<file path="config.mk">
export PLATFORM = sky130hd
export DESIGN_NAME = decode_lane_merger
export DESIGN_NICKNAME = d
export VERILOG_FILES = /design/src/rtl/decode_lane_merger_pkg.sv /design/src/rtl/decode_lane_fifo.sv /design/src/rtl/decode_lane_merger.sv
export SDC_FILE = /design/constraint.sdc
export NUM_CORES = 1
export LEC_CHECK = 0
export BUFFER_PORTS_ARGS = -buffer_cell sky130_fd_sc_hd__buf_2
export CORE_MARGIN = 2
export CORE_UTILIZATION = 45
export CTS_BUF_LIST = sky130_fd_sc_hd__clkbuf_8
export CTS_CLUSTER_SIZE = 25
export DETAILED_ROUTE_END_ITERATION = 10
export MAX_ROUTING_LAYER = met4
export PLACE_DENSITY_LB_ADDON = 0.15
export RECOVER_POWER = 25
export SLEW_MARGIN = 0
export SYNTH_ARGS = -nofsm -noshare
export SYNTH_HDL_FRONTEND = slang
export SYNTH_HIERARCHICAL = 1
export SYNTH_SLANG_ARGS = --single-unit
</file>
<file path="constraint.sdc">
create_clock -name clock_i -period 17.9 [get_ports clock_i]
set_input_delay 1.79 -clock clock_i [delete_from_list [all_inputs] [get_ports clock_i]]
set_output_delay 1.79 -clock clock_i [all_outputs]
set_load 0.1 [all_outputs]
</file>
<file path="src/rtl/decode_lane_merger_pkg.sv">
// Shared decode definitions: functional-unit IDs, opcode width and payload field
// offsets, plus sizing helpers for the lane merger.
package decode_lane_merger_pkg;

  localparam int unsigned OPCODE_W = 8;
  localparam int unsigned UNIT_W   = 3;

  typedef enum logic [UNIT_W-1:0] {
    UNIT_ALU = 3'd0,
    UNIT_MUL = 3'd1,
    UNIT_DIV = 3'd2,
    UNIT_LSU = 3'd3,
    UNIT_BRU = 3'd4,
    UNIT_FPU = 3'd5
  } unit_e;

  // Field layout inside the decoded-uop bundle; the merger never looks inside.
  localparam int unsigned PAYLOAD_OPCODE_LSB = 0;
  localparam int unsigned PAYLOAD_UNIT_LSB   = PAYLOAD_OPCODE_LSB + OPCODE_W;
  localparam int unsigned PAYLOAD_ADDR_LSB   = PAYLOAD_UNIT_LSB + UNIT_W;
  localparam int unsigned PAYLOAD_BODY_LSB   = PAYLOAD_ADDR_LSB + 64;

  function automatic int unsigned lane_count_width(input int unsigned depth);
    return $clog2(depth) + 1;
  endfunction

endpackage

</file>
<file path="src/rtl/decode_lane_fifo.sv">
// Circular buffer for one decoder lane; push and pop may coincide at any
// occupancy, including full.
module decode_lane_fifo
  import decode_lane_merger_pkg::*;
#(
  parameter int unsigned DEPTH = 4,
  parameter int unsigned WIDTH = 8,
  localparam int unsigned PTR_W = $clog2(DEPTH),
  localparam int unsigned CNT_W = lane_count_width(DEPTH)
) (
  input  logic             clock_i,
  input  logic             reset_i,
  input  logic             flush,
  input  logic             push,
  input  logic             pop,
  input  logic [WIDTH-1:0] wr_data,
  output logic [WIDTH-1:0] rd_data,
  output logic [CNT_W-1:0] count,
  output logic             full,
  output logic             empty
);

  logic [WIDTH-1:0] mem [DEPTH];
  logic [PTR_W-1:0] wr_ptr;
  logic [PTR_W-1:0] rd_ptr;
  logic             do_push;
  logic             do_pop;

  assign full    = (count == CNT_W'(DEPTH));
  assign empty   = (count == '0);
  assign do_pop  = pop && !empty;
  // When full, the slot under wr_ptr is the head being popped this cycle.
  assign do_push = push && (!full || do_pop);
  assign rd_data = mem[rd_ptr];

  always_ff @(posedge clock_i) begin
    if (reset_i || flush) begin
      wr_ptr <= '0;
      rd_ptr <= '0;
      count  <= '0;
    end else begin
      if (do_push) wr_ptr <= wr_ptr + PTR_W'(1);
      if (do_pop)  rd_ptr <= rd_ptr + PTR_W'(1);
      case ({do_push, do_pop})
        2'b10:   count <= count + CNT_W'(1);
        2'b01:   count <= count - CNT_W'(1);
        default: count <= count;
      endcase
    end
  end

  always_ff @(posedge clock_i) begin
    if (!reset_i && !flush && do_push) mem[wr_ptr] <= wr_data;
  end

endmodule

</file>
<file path="src/rtl/decode_lane_merger.sv">
// Merges two decoder lanes into one in-order uop stream, oldest major ID first,
// with per-lane buffering, early stall and a sticky overflow flag.
module decode_lane_merger
  import decode_lane_merger_pkg::*;
#(
  parameter int unsigned instructionCounterWidth = 64,
  parameter int unsigned payloadWidth            = 128,
  parameter int unsigned laneDepth               = 4
) (
  input  logic                               clock_i,
  input  logic                               reset_i,
  input  logic                               flush_i,
  input  logic                               lane0Enable_i,
  input  logic                               lane1Enable_i,
  input  logic [instructionCounterWidth-1:0] lane0MajId_i,
  input  logic [instructionCounterWidth-1:0] lane1MajId_i,
  input  logic [payloadWidth-1:0]            lane0Payload_i,
  input  logic [payloadWidth-1:0]            lane1Payload_i,
  output logic                               lane0Stall_o,
  output logic                               lane1Stall_o,
  input  logic                               ready_i,
  output logic                               enable_o,
  output logic [instructionCounterWidth-1:0] majId_o,
  output logic [payloadWidth-1:0]            payload_o,
  output logic                               laneSel_o,
  output logic                               overflow_o
);

  localparam int unsigned ENTRY_W = instructionCounterWidth + payloadWidth;
  localparam int unsigned CNT_W   = lane_count_width(laneDepth);

  logic [ENTRY_W-1:0]                 lane0_head, lane1_head;
  logic [CNT_W-1:0]                   lane0_count, lane1_count;
  logic                               lane0_full, lane1_full;
  logic                               lane0_empty, lane1_empty;
  logic                               lane0_pop, lane1_pop;
  logic                               sel_lane1;
  logic                               present;
  logic [instructionCounterWidth-1:0] lane0_maj, lane1_maj;

  decode_lane_fifo #(.DEPTH(laneDepth), .WIDTH(ENTRY_W)) u_lane0 (
    .clock_i (clock_i),
    .reset_i (reset_i),
    .flush   (flush_i),
    .push    (lane0Enable_i),
    .pop     (lane0_pop),
    .wr_data ({lane0MajId_i, lane0Payload_i}),
    .rd_data (lane0_head),
    .count   (lane0_count),
    .full    (lane0_full),
    .empty   (lane0_empty)
  );

  decode_lane_fifo #(.DEPTH(laneDepth), .WIDTH(ENTRY_W)) u_lane1 (
    .clock_i (clock_i),
    .reset_i (reset_i),
    .flush   (flush_i),
    .push    (lane1Enable_i),
    .pop     (lane1_pop),
    .wr_data ({lane1MajId_i, lane1Payload_i}),
    .rd_data (lane1_head),
    .count   (lane1_count),
    .full    (lane1_full),
    .empty   (lane1_empty)
  );

  assign lane0_maj = lane0_head[ENTRY_W-1 -: instructionCounterWidth];
  assign lane1_maj = lane1_head[ENTRY_W-1 -: instructionCounterWidth];

  // One slot stays free for the uop already leaving the registered decoder.
  assign lane0Stall_o = (lane0_count >= CNT_W'(laneDepth - 1));
  assign lane1Stall_o = (lane1_count >= CNT_W'(laneDepth - 1));

  assign present   = !lane0_empty || !lane1_empty;
  assign sel_lane1 = !lane1_empty && (lane0_empty || (lane1_maj < lane0_maj));
  assign lane0_pop = present && ready_i && !sel_lane1;
  assign lane1_pop = present && ready_i && sel_lane1;

  always_comb begin
    enable_o  = present;
    laneSel_o = 1'b0;
    majId_o   = '0;
    payload_o = '0;
    if (present) begin
      laneSel_o = sel_lane1;
      majId_o   = sel_lane1 ? lane1_maj : lane0_maj;
      payload_o = sel_lane1 ? lane1_head[payloadWidth-1:0] : lane0_head[payloadWidth-1:0];
    end
  end

  always_ff @(posedge clock_i) begin
    if (reset_i) begin
      overflow_o <= 1'b0;
    end else if (!flush_i && ((lane0Enable_i && lane0_full && !lane0_pop) ||
                              (lane1Enable_i && lane1_full && !lane1_pop))) begin
      overflow_o <= 1'b1;
    end
  end

endmodule
</file>
==> results of run 1 <==
## final timing paths
path,endpoint,startpoint,cells after the start,slack (ns)
worst min-delay path,u_lane0/rd_ptr[1],u_lane0/rd_ptr[1],2,0.52
worst max-delay path,majId_o[1],flop,16,8.19
worst max register to register,u_lane0/mem[2][127],flop,16,9.49
worst min register to register,u_lane0/rd_ptr[1],u_lane0/rd_ptr[1],2,0.52
## cell usage after synthesis, types with 5 or more instances
| cell type | instances | area, µm² |
|---|---|---|
| mux2i_1 | 13 | 130 |
| mux4_2 | 384 | 8650 |
| dfxtp_1 | 19 | 380 |
| o21ai_0 | 131 | 656 |
| clkbuf_1 | 40 | 150 |
| or2_2 | 5 | 31.3 |
| nand4_1 | 9 | 56.3 |
| o31ai_1 | 65 | 488 |
| edfxtp_1 | 1536 | 46100 |
| buf_4 | 20 | 150 |
| buf_2 | 53 | 265 |
| nor2_1 | 28 | 105 |
| and2_1 | 12 | 75.1 |
| inv_1 | 75 | 282 |
| nand2_1 | 314 | 1180 |
| a21oi_1 | 34 | 170 |
| a21o_1 | 7 | 52.6 |
| buf_6 | 46 | 518 |
| nand3_1 | 11 | 55.1 |
| xor2_1 | 8 | 70.1 |
| nor3_1 | 7 | 35.0 |
| ha_1 | 71 | 888 |
## logic make-up after synthesis
family	Yosys count	share of synthesized area
adder cells (fa/ha/maj)	73	0.0152
buffers and inverters	236	0.0227
AO/OA/AOI/OAI	266	0.0267
multiplexers	397	0.144
flip-flops	1555	0.762
AND/OR/NAND/NOR	413	0.0288
XOR/XNOR	8	0.00115
## cells in the final DEF, fill, tap and decap left out, types with 4 or more instances in the layout
master and instances:
a21o_1 7, a21oi_1 34, and2_1 4, and2_4 8, buf_12 5, buf_2 342
buf_4 38, bufinv_16 4, clkbuf_1 244, clkbuf_8 288, clkinv_1 52, clkinv_2 29
dfxtp_1 15, dfxtp_4 4, diode_2 59, edfxtp_1 1536, ha_1 71, inv_1 152
mux2i_1 13, mux4_2 384, nand2_1 314, nand3_1 11, nand3b_1 4, nand4_1 9
nor2_1 28, nor3_1 5, o211ai_1 4, o21ai_0 131, o21ba_2 4, o31ai_1 65
or2_2 5, or4b_1 4, xor2_1 8
## through the flow
step,utilization,std cells,cell area (µm²)
global route,0.519,5704,70100
detailed placement,0.485,5198,65600
finish,0.519,5710,70100
CTS,0.520,5651,70300
global placement,0.485,5198,65600
floorplan,-,2948,61100
## area by class of cell
cell class,instances,area share
flip-flops and latches,1555,0.663
diodes,59,0.00211
inverters,76,0.00410
repair buffers,629,0.0430
clock buffers,288,0.0565
multi-input cells,1157,0.188
clock inverters,165,0.0110
well taps,1781,0.0318
## routing by layer
layer	vias up	share of wire	track usage
li1	13616	-	-
met1	16062	0.41	0.281
met2	1050	0.49	0.339
met3	326	0.078	0.0657
met4	0	0.028	0.0777
met5	-	0	-
## power groups by stage
stage	sequential (µW)	combinational (µW)	clock, µW
floorplan	4130	280	0
global placement	4120	423	0
detailed placement	4120	427	0
CTS	4050	428	3000
global route	4050	442	3150
finish	4050	417	2900
## sequential cells by signal (all words and copies together) (netlist names), named ones only
signal / flops
u_lane1/rd_ptr: 2
u_lane1/mem: 768
u_lane1/count: 3
u_lane0/mem: 768
overflow_o: 1
u_lane0/count: 3
u_lane1/wr_ptr: 2
u_lane0/rd_ptr: 2
u_lane0/wr_ptr: 2
## worst max-delay path: stages, from the launching register on
cell and delay [ns]:
dfxtp_4 0.80, buf_4 0.80, mux4_2 0.59, inv_1 0.09
ha_1 0.24, a211oi_1 0.19, o21ai_0 0.25, a21oi_1 0.27
o21ai_0 0.20, a21o_1 0.27, o22ai_4 0.12, buf_4 0.63
buf_4 0.70, buf_4 0.83, nand2_1 0.12, o31ai_1 0.09
buf_2 0.54
==> metrics.txt, run 1 <==
I/O Pins=587; TritonCTS buffer count=280; Max Cap Viol=0; period utilisation layout=0.542; H-Tree Level Count=5; Routed Antenna Nets=0; Area growth syn-to-layout=14.9%; clock root cell=clkbuf_8; Seq pwr share=0.549; Post-Syn Area=61100 µm²; pwr/cell area=105 nW/µm²; cell row count=135; Final Hold Slack=0.523 ns; min-delay worst type=reg -> reg; setup repair bufs after CTS=0; largest net degree at the start of global routing=127; core area=135000 µm²; crit path DAT=7.92 ns; PortBufs=586; via count=31.1k; skew final=0.0811 ns; CP required=16.11 ns; Reg area=46500 µm²; RSZ-0062 raised after global routing=no; sequential-to-total area share from yosys stat=0.762; maximum buffer depth of the clock tree=4; RD Place Congestion=0.779; drt wl/cell=26.2 µm; Post-Syn Instances=2948; clock power share=0.394; worst-margin pin slew=1.16 ns; CTS clk-pin slew, worst paths=0.06 ns; Post-Route Setup TNS=0 ns; Place WS=8.93 ns; max-slew violation count=0; Sw Ratio=0.232; Comb power frac=0.057; full die area=139000 µm²; CTS tree=yes; ys flop type=edfxtp_1; nets@finish=4162; worst setup margin=8.19 ns; Die H=372 µm; Synth Net Count=3411; CTS Sinks=1555; antenna violations before repair=77; Final min period=9.71 ns; post-cts sizing count=0; CP Class=reg -> out; area of the multi-input gates=13200 µm²; CP Capture Type=output pin; #FFs+latches synth=1555; crit path max fanout=94; Int Power=5660 µW; CP Launch Type=flop; outcome=finished clean; Total Wirelength=149000 µm; HPWL after DPL=91300 µm; fmax=0.103 GHz; syn_area_per_cell=20.7 µm²; Pre-antenna DRT Iters=5; Lkg Pwr=0.0228 µW; ys async rst share=0; total power=7370 µW; GRT Util Overall=0.221; Sw Pwr=1710 µW; Slew headroom=0.229; Filler cells=11.1k; Netlist cell types=52; Yosys warning total=6; gr ovfl total=0; first-pass GRT wire length=214000 µm; Worst-Skew Late Latency=0.95 ns; final setup fails=0; final hold vios=0; Die X=372 µm; cts hold-fix bufs=0; DRC violations left=0; Post-synth EDFFs=1536; DR iter-0 viols=2207; VDD IR-drop max=0.0000648 V; Initial Util=0.452; vias in the first global route=32.0k; vias per std cell=5.44; layout cell share with drive strength beyond 1=0.291
Power figures use the tool's default switching activity.
==> run 2, diff against run 1 <==
clock period = 9.1 ns   (was 17.9 ns; I/O delays follow)
==> run 2 against run 1 <==
Design area rose by 0.34%. Final cell count grew 0.33%. Global-route usage increased by 0.35 points.
==> metrics.txt, run 2 (synthesized netlist as in run 1, its figures left out) <==
Initial Util=0.452; cts hold-fix bufs=0; Die X=372 µm; Filler cells=11.1k; final setup fails=0; max-slew violation count=0; CP Launch Type=flop; drt wl/cell=26.4 µm; Total Wirelength=151000 µm; CP Capture Type=output pin; CP required=8.19 ns; nets@finish=4169; antenna violations before repair=77; via count=31.1k; VDD IR-drop max=0.000155 V; min-delay worst type=in -> reg; Worst-Skew Late Latency=0.96 ns; commonest cells after routing, fill and taps aside=edfxtp_1 (1536), mux4_2 (384), buf_2 (346); crit path DAT=7.09 ns; fmax=0.125 GHz; Critical Path End=majId_o[3]; worst setup margin=1.10 ns; Area growth syn-to-layout=15.2%; routed wl met3=12200 µm; CTS Sinks=1555; pwr/cell area=206 nW/µm²; worst-margin pin slew=1.16 ns; DR top layer=met4; vias per std cell=5.42; RD Place Congestion=0.778; full die area=139000 µm²; RSZ-0062 raised after global routing=no; TritonCTS buffer count=281; core area=135000 µm²; crit path max fanout=199; Metal-1 WL=61100 µm; clock root cell=clkbuf_8; vias in the first global route=31.9k; Lkg Pwr=0.0229 µW; GRT Util Overall=0.224; post-cts sizing count=0; period utilisation layout=0.879; first-pass GRT wire length=215000 µm; Pre-antenna DRT Iters=5; CTS clk-pin slew, worst paths=0.06 ns; CTS tree=yes; H-Tree Level Count=5; Max Cap Viol=0; Largest regs=u_lane0/mem: 768 flops, u_lane1/mem: 768 flops; CP Class=reg -> out; FF-to-FF setup slack=2.09 ns; layout cell share with drive strength beyond 1=0.289; HPWL after DPL=94400 µm; Place WS=2.06 ns; skew final=0.0551 ns; worst reg2reg path depth=14; gr ovfl total=0; DRC violations left=0; largest net degree at the start of global routing=200; Routed met2 length=73200 µm; DR iter-0 viols=2435; maximum buffer depth of the clock tree=4; Post-Route Setup TNS=0 ns; Reg-to-Reg End=u_lane0/mem[3][139]; I/O Pins=587; Die H=372 µm; cell row count=135; final hold vios=0; Routed Antenna Nets=0; PortBufs=586; setup repair bufs after CTS=0; total power=14500 µW; Final min period=8.00 ns; Slew headroom=0.227; outcome=finished clean; commonest non-fill, non-tap cell in the layout=edfxtp_1
==> run 2: final cells by class <==
class,instances,area [µm²],area share
Sequential cell,1555,46500,0.661
Multi-Input combinational cell,1157,13200,0.188
Clock buffer,289,3980,0.0565
Timing Repair Buffer,635,3230,0.0458
Tap cell,1781,2230,0.0317
Clock inverter,180,795,0.0113
Inverter,76,288,0.00409
Antenna cell,56,140,0.00199
==> run 2: how the worst min path moves through the flow <==
stage / start / endpoint / slack (ns) / depth (start not counted)
6_report: lane1Payload_i[7] / u_lane1/mem[1][7] / 0.19 / 1
5_1_grt: lane0Payload_i[100] / u_lane0/mem[2][100] / 0.11 / 1
4_1_cts: lane1Payload_i[83] / u_lane1/mem[3][83] / 0.02 / 1
3_5_place_dp: u_lane1/rd_ptr[1] / flop / 0.51 / 2
3_3_place_gp: u_lane1/rd_ptr[1] / flop / 0.51 / 2
2_1_floorplan: u_lane0/rd_ptr[1] / flop / 0.48 / 2
==> run 2: layer usage <==
layer,up-vias,GRT usage
met4,0,0.0911
met3,299,0.0741
li1,13657,-
met1,16040,0.280
met2,1063,0.339
met5,-,-
==> run 2: critical path: stages (launching register included) <==
cell and delay, ns:
dfxtp_4 0.81, buf_4 0.68, mux4_2 0.43, ha_1 0.31, nand2_1 0.05, o21ai_0 0.49
a21oi_1 0.25, o21ai_0 0.78, a21o_1 0.29, o22ai_4 0.16, buf_12 0.31, o31ai_1 0.76
buf_2 0.55
==> run 2: power breakdown <==
group | internal, µW | switching [µW]
Sequential | 7950 | 16.4
Combinational | 173 | 658
Clock | 3000 | 2690
Total | 11100 | 3370
==> run 2: through the flow <==
stage | cells | hold WS (ns) | util | cell area [µm²]
after CTS | 5673 | 0.0159 | 0.522 | 70500
after global placement | 5204 | 0.512 | 0.487 | 65800
after detailed placement | 5204 | 0.511 | 0.487 | 65800
after global routing | 5728 | 0.112 | 0.521 | 70400
after floorplan | 2948 | 0.485 | - | 61100
final | 5729 | 0.193 | 0.521 | 70400
